--- config.mk ---
export PLATFORM = sky130hd
export DESIGN_NAME = ofmap_packer
export DESIGN_NICKNAME = d
export VERILOG_FILES = /design/src/rtl/ofmap_packer_pkg.sv /design/src/rtl/ofmap_packer_fifo.sv /design/src/rtl/ofmap_packer.sv
export SDC_FILE = /design/constraint.sdc
export NUM_CORES = 1
export LEC_CHECK = 0
export ABC_CLOCK_PERIOD_IN_PS = 5300
export BUFFER_PORTS_ARGS = -buffer_cell sky130_fd_sc_hd__buf_2
export CAP_MARGIN = 15
export CORE_MARGIN = 10
export CORE_UTILIZATION = 55
export DETAILED_ROUTE_END_ITERATION = 16
export GPL_TIMING_DRIVEN = 0
export HOLD_SLACK_MARGIN = 0.1
export PLACE_DENSITY = 0.81
export SYNTH_ARGS = -nofsm -noshare
export SYNTH_HDL_FRONTEND = slang
export SYNTH_SLANG_ARGS = --single-unit
--- constraint.sdc ---
create_clock -name clk -period 5.3 [get_ports clk]
set_input_delay 1.06 -clock clk [delete_from_list [all_inputs] [get_ports clk]]
set_output_delay 1.06 -clock clk [all_outputs]
set_load 0.005 [all_outputs]
--- src/rtl/ofmap_packer_pkg.sv ---
`default_nettype none
// +----------------------------------------------------------------------------+
// | Package  : ofmap_pkg                                                       |
// | Purpose  : Shared types and constants for the ofmap write-back packer:     |
// |            FSM state encoding, packing-mode codes and lane arithmetic.     |
// | Revision : 1.0  initial release                                            |
// +----------------------------------------------------------------------------+
package ofmap_pkg;

    // Packer FSM states, explicitly encoded in two bits.
    typedef enum logic [1:0] {
        IDLE  = 2'd0,
        RUN   = 2'd1,
        FLUSH = 2'd2,
        DRAIN = 2'd3
    } packer_state_e;

    localparam int DATA_SIZE_DEF  = 32;
    localparam int BYTES_PER_WORD = DATA_SIZE_DEF / 8;

    localparam logic MODE_INT8 = 1'b0;
    localparam logic MODE_RAW  = 1'b1;

    // Number of int8 lanes that fit in a word of the given width.
    function automatic int bytes_per_word(input int width);
        return width / 8;
    endfunction

endpackage
`default_nettype wire

--- src/rtl/ofmap_packer_fifo.sv ---
`default_nettype none
// +----------------------------------------------------------------------------+
// | Module   : sync_fifo                                                       |
// | Purpose  : Single-clock show-ahead FIFO. The head entry is visible on      |
// |            o_rd_data whenever o_empty is low; i_rd_en pops it.             |
// |            A write while full is accepted only if a pop happens in the     |
// |            same cycle, otherwise it is discarded.                          |
// | Ports    : clk, rst (async, active high)                                   |
// |            i_wr_en / i_wr_data  push side                                  |
// |            i_rd_en / o_rd_data  pop side (show-ahead)                      |
// |            o_full, o_empty, o_count  occupancy                             |
// | Revision : 1.0  initial release                                            |
// +----------------------------------------------------------------------------+
module sync_fifo #(
    parameter int WIDTH = 32,
    parameter int DEPTH = 8
) (
    input  logic                     clk,
    input  logic                     rst,
    input  logic                     i_wr_en,
    input  logic [WIDTH-1:0]         i_wr_data,
    input  logic                     i_rd_en,
    output logic [WIDTH-1:0]         o_rd_data,
    output logic                     o_full,
    output logic                     o_empty,
    output logic [$clog2(DEPTH):0]   o_count
);
    localparam int c_ADDR_W = $clog2(DEPTH);
    localparam int c_CNT_W  = c_ADDR_W + 1;
    localparam logic [c_CNT_W-1:0] c_DEPTH_CNT = c_CNT_W'(DEPTH);

    logic [WIDTH-1:0]    r_mem [DEPTH];
    logic [c_ADDR_W-1:0] r_wr_ptr;
    logic [c_ADDR_W-1:0] r_rd_ptr;
    logic [c_CNT_W-1:0]  r_count;

    logic w_do_rd;
    logic w_do_wr;

    assign o_empty   = (r_count == '0);
    assign o_full    = (r_count == c_DEPTH_CNT);
    assign o_count   = r_count;
    assign o_rd_data = r_mem[r_rd_ptr];

    assign w_do_rd = i_rd_en && !o_empty;
    // A simultaneous pop frees the slot, so a write into a full FIFO still lands.
    assign w_do_wr = i_wr_en && (!o_full || w_do_rd);

    always_ff @(posedge clk) begin
        if (w_do_wr) begin
            r_mem[r_wr_ptr] <= i_wr_data;
        end
    end

    always_ff @(posedge clk or posedge rst) begin
        if (rst) begin
            r_wr_ptr <= '0;
            r_rd_ptr <= '0;
            r_count  <= '0;
        end else begin
            if (w_do_wr) begin
                r_wr_ptr <= r_wr_ptr + 1'b1;
            end
            if (w_do_rd) begin
                r_rd_ptr <= r_rd_ptr + 1'b1;
            end
            case ({w_do_wr, w_do_rd})
                2'b10:   r_count <= r_count + 1'b1;
                2'b01:   r_count <= r_count - 1'b1;
                default: r_count <= r_count;
            endcase
        end
    end

endmodule
`default_nettype wire

--- src/rtl/ofmap_packer.sv ---
`default_nettype none
// +----------------------------------------------------------------------------+
// | Module   : ofmap_packer                                                    |
// | Purpose  : Packs the PPU output stream for DRAM write-back. Mode 0 packs   |
// |            the low byte of four results into one little-endian word;       |
// |            mode 1 passes full words through. An elastic FIFO absorbs DRAM  |
// |            stalls; dropped words raise a sticky overflow flag.             |
// | Ports    : clk, rst (async, active high)                                   |
// |            mode, in_valid, in_data, in_done      producer side             |
// |            out_valid, out_ready, out_data, out_last  DRAM side             |
// |            word_cnt, overflow, flush_done        status                    |
// | Revision : 1.0  initial release                                            |
// +----------------------------------------------------------------------------+
module ofmap_packer
    import ofmap_pkg::*;
#(
    parameter int DATA_SIZE  = DATA_SIZE_DEF,
    parameter int FIFO_DEPTH = 8,
    parameter int CNT_W      = 12
) (
    input  logic                 clk,
    input  logic                 rst,
    input  logic                 mode,
    input  logic                 in_valid,
    input  logic [DATA_SIZE-1:0] in_data,
    input  logic                 in_done,
    output logic                 out_valid,
    input  logic                 out_ready,
    output logic [DATA_SIZE-1:0] out_data,
    output logic                 out_last,
    output logic [CNT_W-1:0]     word_cnt,
    output logic                 overflow,
    output logic                 flush_done
);
    localparam int c_LANES  = bytes_per_word(DATA_SIZE);
    localparam int c_LANE_W = (c_LANES > 1) ? $clog2(c_LANES) : 1;
    localparam logic [c_LANE_W-1:0] c_LAST_LANE = c_LANE_W'(c_LANES - 1);
    localparam int c_FCNT_W = $clog2(FIFO_DEPTH) + 1;
    localparam logic [c_FCNT_W-1:0] c_ONE_WORD = c_FCNT_W'(1);

    packer_state_e        r_state;
    logic                 r_mode;
    logic [c_LANE_W-1:0]  r_lane;
    logic [DATA_SIZE-1:0] r_pack;
    logic [CNT_W-1:0]     r_word_cnt;
    logic                 r_overflow;
    logic                 r_flush_done;

    logic                 w_accept;
    logic                 w_mode;
    logic                 w_lane_full;
    logic                 w_flush_partial;
    logic                 w_push;
    logic [DATA_SIZE-1:0] w_push_data;
    logic [DATA_SIZE-1:0] w_pack_next;
    logic                 w_pop;
    logic                 w_drop;
    logic                 w_full;
    logic                 w_empty;
    logic [c_FCNT_W-1:0]  w_count;
    logic [DATA_SIZE-1:0] w_fifo_data;

    // Data is only taken while a layer is open (or opening); the first beat
    // uses the live mode input because the latched copy is written that cycle.
    assign w_accept        = in_valid && ((r_state == IDLE) || (r_state == RUN));
    assign w_mode          = (r_state == IDLE) ? mode : r_mode;
    assign w_lane_full     = (r_lane == c_LAST_LANE);
    assign w_flush_partial = (r_state == FLUSH) && (r_lane != '0);

    always_comb begin
        w_pack_next = r_pack;
        w_pack_next[{r_lane, 3'b000} +: 8] = in_data[7:0];
    end

    assign w_push = (w_accept && ((w_mode == MODE_RAW) || w_lane_full)) || w_flush_partial;

    always_comb begin
        w_push_data = w_pack_next;
        if (w_flush_partial) begin
            w_push_data = r_pack;
        end else if (w_mode == MODE_RAW) begin
            w_push_data = in_data;
        end
    end

    assign w_pop  = out_ready && !w_empty;
    assign w_drop = w_push && w_full && !w_pop;

    sync_fifo #(
        .WIDTH (DATA_SIZE),
        .DEPTH (FIFO_DEPTH)
    ) u_fifo (
        .clk       (clk),
        .rst       (rst),
        .i_wr_en   (w_push),
        .i_wr_data (w_push_data),
        .i_rd_en   (out_ready),
        .o_rd_data (w_fifo_data),
        .o_full    (w_full),
        .o_empty   (w_empty),
        .o_count   (w_count)
    );

    assign out_valid  = !w_empty;
    assign out_data   = w_empty ? '0 : w_fifo_data;
    // The final word is identifiable once the layer is closed: in DRAIN, or
    // already in FLUSH when no partial word is still waiting to be pushed.
    assign out_last   = (w_count == c_ONE_WORD) &&
                        ((r_state == DRAIN) || ((r_state == FLUSH) && (r_lane == '0)));
    assign word_cnt   = r_word_cnt;
    assign overflow   = r_overflow;
    assign flush_done = r_flush_done;

    always_ff @(posedge clk or posedge rst) begin
        if (rst) begin
            r_state      <= IDLE;
            r_mode       <= MODE_INT8;
            r_lane       <= '0;
            r_pack       <= '0;
            r_word_cnt   <= '0;
            r_overflow   <= 1'b0;
            r_flush_done <= 1'b0;
        end else begin
            r_flush_done <= 1'b0;

            if (w_drop) begin
                r_overflow <= 1'b1;
            end
            if (w_pop) begin
                r_word_cnt <= r_word_cnt + 1'b1;
            end

            if (w_accept && (w_mode == MODE_INT8)) begin
                if (w_lane_full) begin
                    r_lane <= '0;
                    r_pack <= '0;
                end else begin
                    r_lane <= r_lane + 1'b1;
                    r_pack <= w_pack_next;
                end
            end

            case (r_state)
                IDLE: begin
                    if (in_valid) begin
                        r_mode     <= mode;
                        r_word_cnt <= '0;
                        r_state    <= in_done ? FLUSH : RUN;
                    end else if (in_done) begin
                        r_flush_done <= 1'b1;
                    end
                end
                RUN: begin
                    if (in_done) begin
                        r_state <= FLUSH;
                    end
                end
                FLUSH: begin
                    r_lane  <= '0;
                    r_pack  <= '0;
                    r_state <= DRAIN;
                end
                DRAIN: begin
                    if (w_empty) begin
                        r_flush_done <= 1'b1;
                        r_state      <= IDLE;
                    end
                end
                default: r_state <= IDLE;
            endcase
        end
    end

endmodule
`default_nettype wire

==> results.md <==
* Status: finished, final reports clean
* Die width at 175.8 um
* Grt total ovfl at 0
* Layout cells sized above 1 at 0.2771
* Leak at 5.700 nW
* Cells along the critical path: inv_1, ha_1, nor3b_2, buf_2, clkbuf_1, nor2_1, buf_2
* Number of global-route vias before repair at between 7000 and 8000
* Initial Util at 0.5635
* Post-Place Cells at roughly 1200
* Worst-Margin Slew at ~1100 ps
* Synth Flop Type: edfxtp_1
* Max_cap viols at 0
* DIE AREA at 30890 um2
* Setup crit end kind: output pin
* YS warnings at 0
* CP max stage delay at approximately 490 ps
* Worst EP arrival at around 2800 ps
* Mapped cell area at approximately 13000 um2
* Initial drt markers at between 900 and 1000
* Tcrit/Tclk final at 0.7227
* Distinct cells, synth at 56
* Critical path launch point type: flip-flop
* Synth async-reset ratio at 0.1924
* ANT nets after route at 0
* Pwr dens at ~570 nW/um2
* Post-CTS Setup Repair Bufs at 0
* Root Driver: clkbuf_16
* Setup violations, final at 0
* Syn-to-layout area delta at 16.08%
* Height of the die at about 180 um
* Final wirelength at 31270 um
* Routed via count at ~7900
* Achievable frequency at 0.2611 GHz
* Post-layout minimum cycle time at between 3000 and 4000 ps
* HPWL Detailed at between 20000 and 25000 um
* Slew headroom at 0.2860
* Slew Limit Fails at 0
* Final Hold Viols at 0
* Critical path buffers and inverters at 4
* Total track usage at 0.1986
* Kind of critical path: flip-flop to output pin
* Finished Layout Cells at ~1300
* Post-place setup slack at between 1500 and 2000 ps
* Final instance area at between 15000 and 20000 um2
* Clock Skew at 9.540 ps
* Post-Synthesis Cells at between 700 and 800
* Max IR drop VDD at about 0.24 mV
* Post-cts hold buffer count at 0
* Core Area at roughly 24000 um2
* Sequential-to-total area share from yosys stat at 0.6905
* CTS H-tree depth at 1
* Worst-Skew Late Latency at ~550 ps
* CP delay by family, top: buffers and inverters
* Worst min path class: flip-flop to flip-flop
* Most common cell on crit path: buf_2
* Clock transition at path regs at about 60 ps
* Cts repair resizes at 0
* Syn_nets at 833
* Post-Syn Area per Cell at between 15 and 20 um2
* CTS sink count at approximately 320
* WL per Instance at 24.98 um
* First-pass GRT wire length at 47440 um
* I/O pins at 86
* Critical Path RT at 4240 ps
* Number of synthesized flops with an enable pin at 256
* Routed vias/inst at about 6.3
* IO Port Bufs at 80
* Clk buf depth at 3
* Setup ws final at about 1500 ps
* Initial antenna violation count at 4
* Placer Congestion at 0.8822
* Total power at around 0.009 W
* FP Rows at 56
* CP Max Fanout at 10
* Slowest stage cell, crit path: clkbuf_1
* Pin count of the biggest net entering global routing at 33
* CTS tree: done
* # nets final at between 900 and 1000
* Fillers at 1606
* RSZ-0062 raised after global routing: false
* Yosys reg bits at ~320
* Drt first pass iters at 5
* Num CTS Buffers at 31
* DP Area at 14430 um2
* DR DRC count at 0
routing by layer:
| layer | part of all wire | global-route usage | up-vias |
|---|---|---|---|
| met4 | 0.023 | 0.06358 | 4 |
| met3 | 0.10 | 0.04632 | 67 |
| li1 | - | - | 3343 |
| met1 | 0.40 | 0.2692 | 3998 |
| met2 | 0.48 | 0.3126 | 467 |
| met5 | 0.00070 | 0 | - |
worst reg2reg max path, cell delays in order, from the launching register on:
cell and delay, ps:
dfrtp_1 570, inv_1 160, ha_1 290, nor2b_1 550, o21ai_2 160, buf_6 190
nor4b_4 900, buf_8 260, buf_8 190
worst paths after layout:
kind	to	cells past startpoint	startpoint	slack (ps)
max	out_data[3]	7	u_fifo.o_count[1]	1470
min	overflow	1	overflow	470
max reg2reg	u_fifo.r_mem[4][14]	8	r_lane[0]	1720
min reg2reg	overflow	1	overflow	470
max in group asynchronous	r_pack[16]	3	rst	4040
min in group asynchronous	word_cnt[6]	2	rst	640
synthesized netlist by cell type (all sizes together), types with 2 or more instances:
master	count	area (um2)
nor2	60	232.7
nand2b	2	12.51
dfrtp	61	1526
o21ai	33	183.9
xnor2	9	78.83
and3	2	12.51
or2	4	25.02
nand4b	3	26.28
nor3	3	15.01
and2	2	12.51
clkbuf	15	56.30
o211ai	5	37.54
mux4	64	1441
nand3	7	35.03
a2bb2oi	11	96.34
ha	17	212.7
mux2	3	33.78
edfxtp	256	7687
a22oi	10	75.07
nand2	46	172.7
nand4bb	2	38.79
mux2i	37	374.1
nor3b	2	20.02
xor2	7	61.31
nor2b	3	26.27
a21oi	9	60.05
nor4b	5	62.56
or4	2	15.01
inv	13	48.79
nor4	2	12.51
nand4	4	25.02
a22o	43	376.6
buf	27	152.6
per-stage QoR:
| stage | util | hold WS [ps] | TNS [ps] |
|---|---|---|---|
| after floorplan | - | 467.8 | 0 |
| after global placement | 0.5972 | 457.1 | -235140 |
| after detailed placement | 0.6095 | 456.9 | 0 |
| after CTS | 0.6538 | 476.6 | 0 |
| after global routing | 0.6540 | 521.1 | 0 |
| final | 0.6541 | 472.3 | 0 |
cell families after synthesis:
family                     synth area share
and+or+nand+nor                     0.05860
adders and majority gates           0.01594
buffers and inverters               0.01931
xor gates and xnor gates            0.01050
DFF                                  0.6905
muxes                                0.1386
AOI/OAI and AO/OA                   0.06657
flip-flops by register name, summed over array words and instances (netlist names):
name	count
word_cnt	12
u_fifo.o_count	4
r_lane	2
r_pack	32
u_fifo.r_wr_ptr	3
flush_done	1
r_state	2
u_fifo.r_mem	256
u_fifo.r_rd_ptr	3
overflow	1
r_mode	1
where the power goes:
part | internal [W] | switching [W] | leakage, nW
clock | 0.00140 | 0.000888 | 0.514
combinational | 0.00129 | 0.00187 | 2.02
sequential | 0.00329 | 0.000149 | 3.17
total | 0.00598 | 0.00291 | 5.70
area by class of cell:
class                           instances  area, um2  area share
Clock buffer                           34      787.0     0.05081
Sequential cell                       317       9214      0.5948
Antenna cell                            2      5.005   0.0003231
Clock inverter                         20      264.0     0.01704
Timing Repair Buffer                   99      640.6     0.04136
Multi-Input combinational cell        406       3923      0.2532
Inverter                               13      48.80    0.003150
Buffer                                 42      209.0     0.01349
Tap cell                              319      399.1     0.02577
cells in the final DEF (no fill, tap or decap), types with 17 or more instances in the layout:
| cell type | netlist | final |
|---|---|---|
| nor2_1 | 57 | 56 |
| edfxtp_1 | 256 | 256 |
| o21ai_0 | 26 | 26 |
| dfrtp_1 | 61 | 61 |
| nand2_1 | 46 | 46 |
| mux4_2 | 64 | 64 |
| clkbuf_1 | 15 | 18 |
| a22o_1 | 43 | 43 |
| ha_1 | 17 | 17 |
| clkbuf_16 | 0 | 31 |
| buf_2 | 11 | 91 |
| mux2i_1 | 36 | 36 |
(Power assumes the default switching activity.)
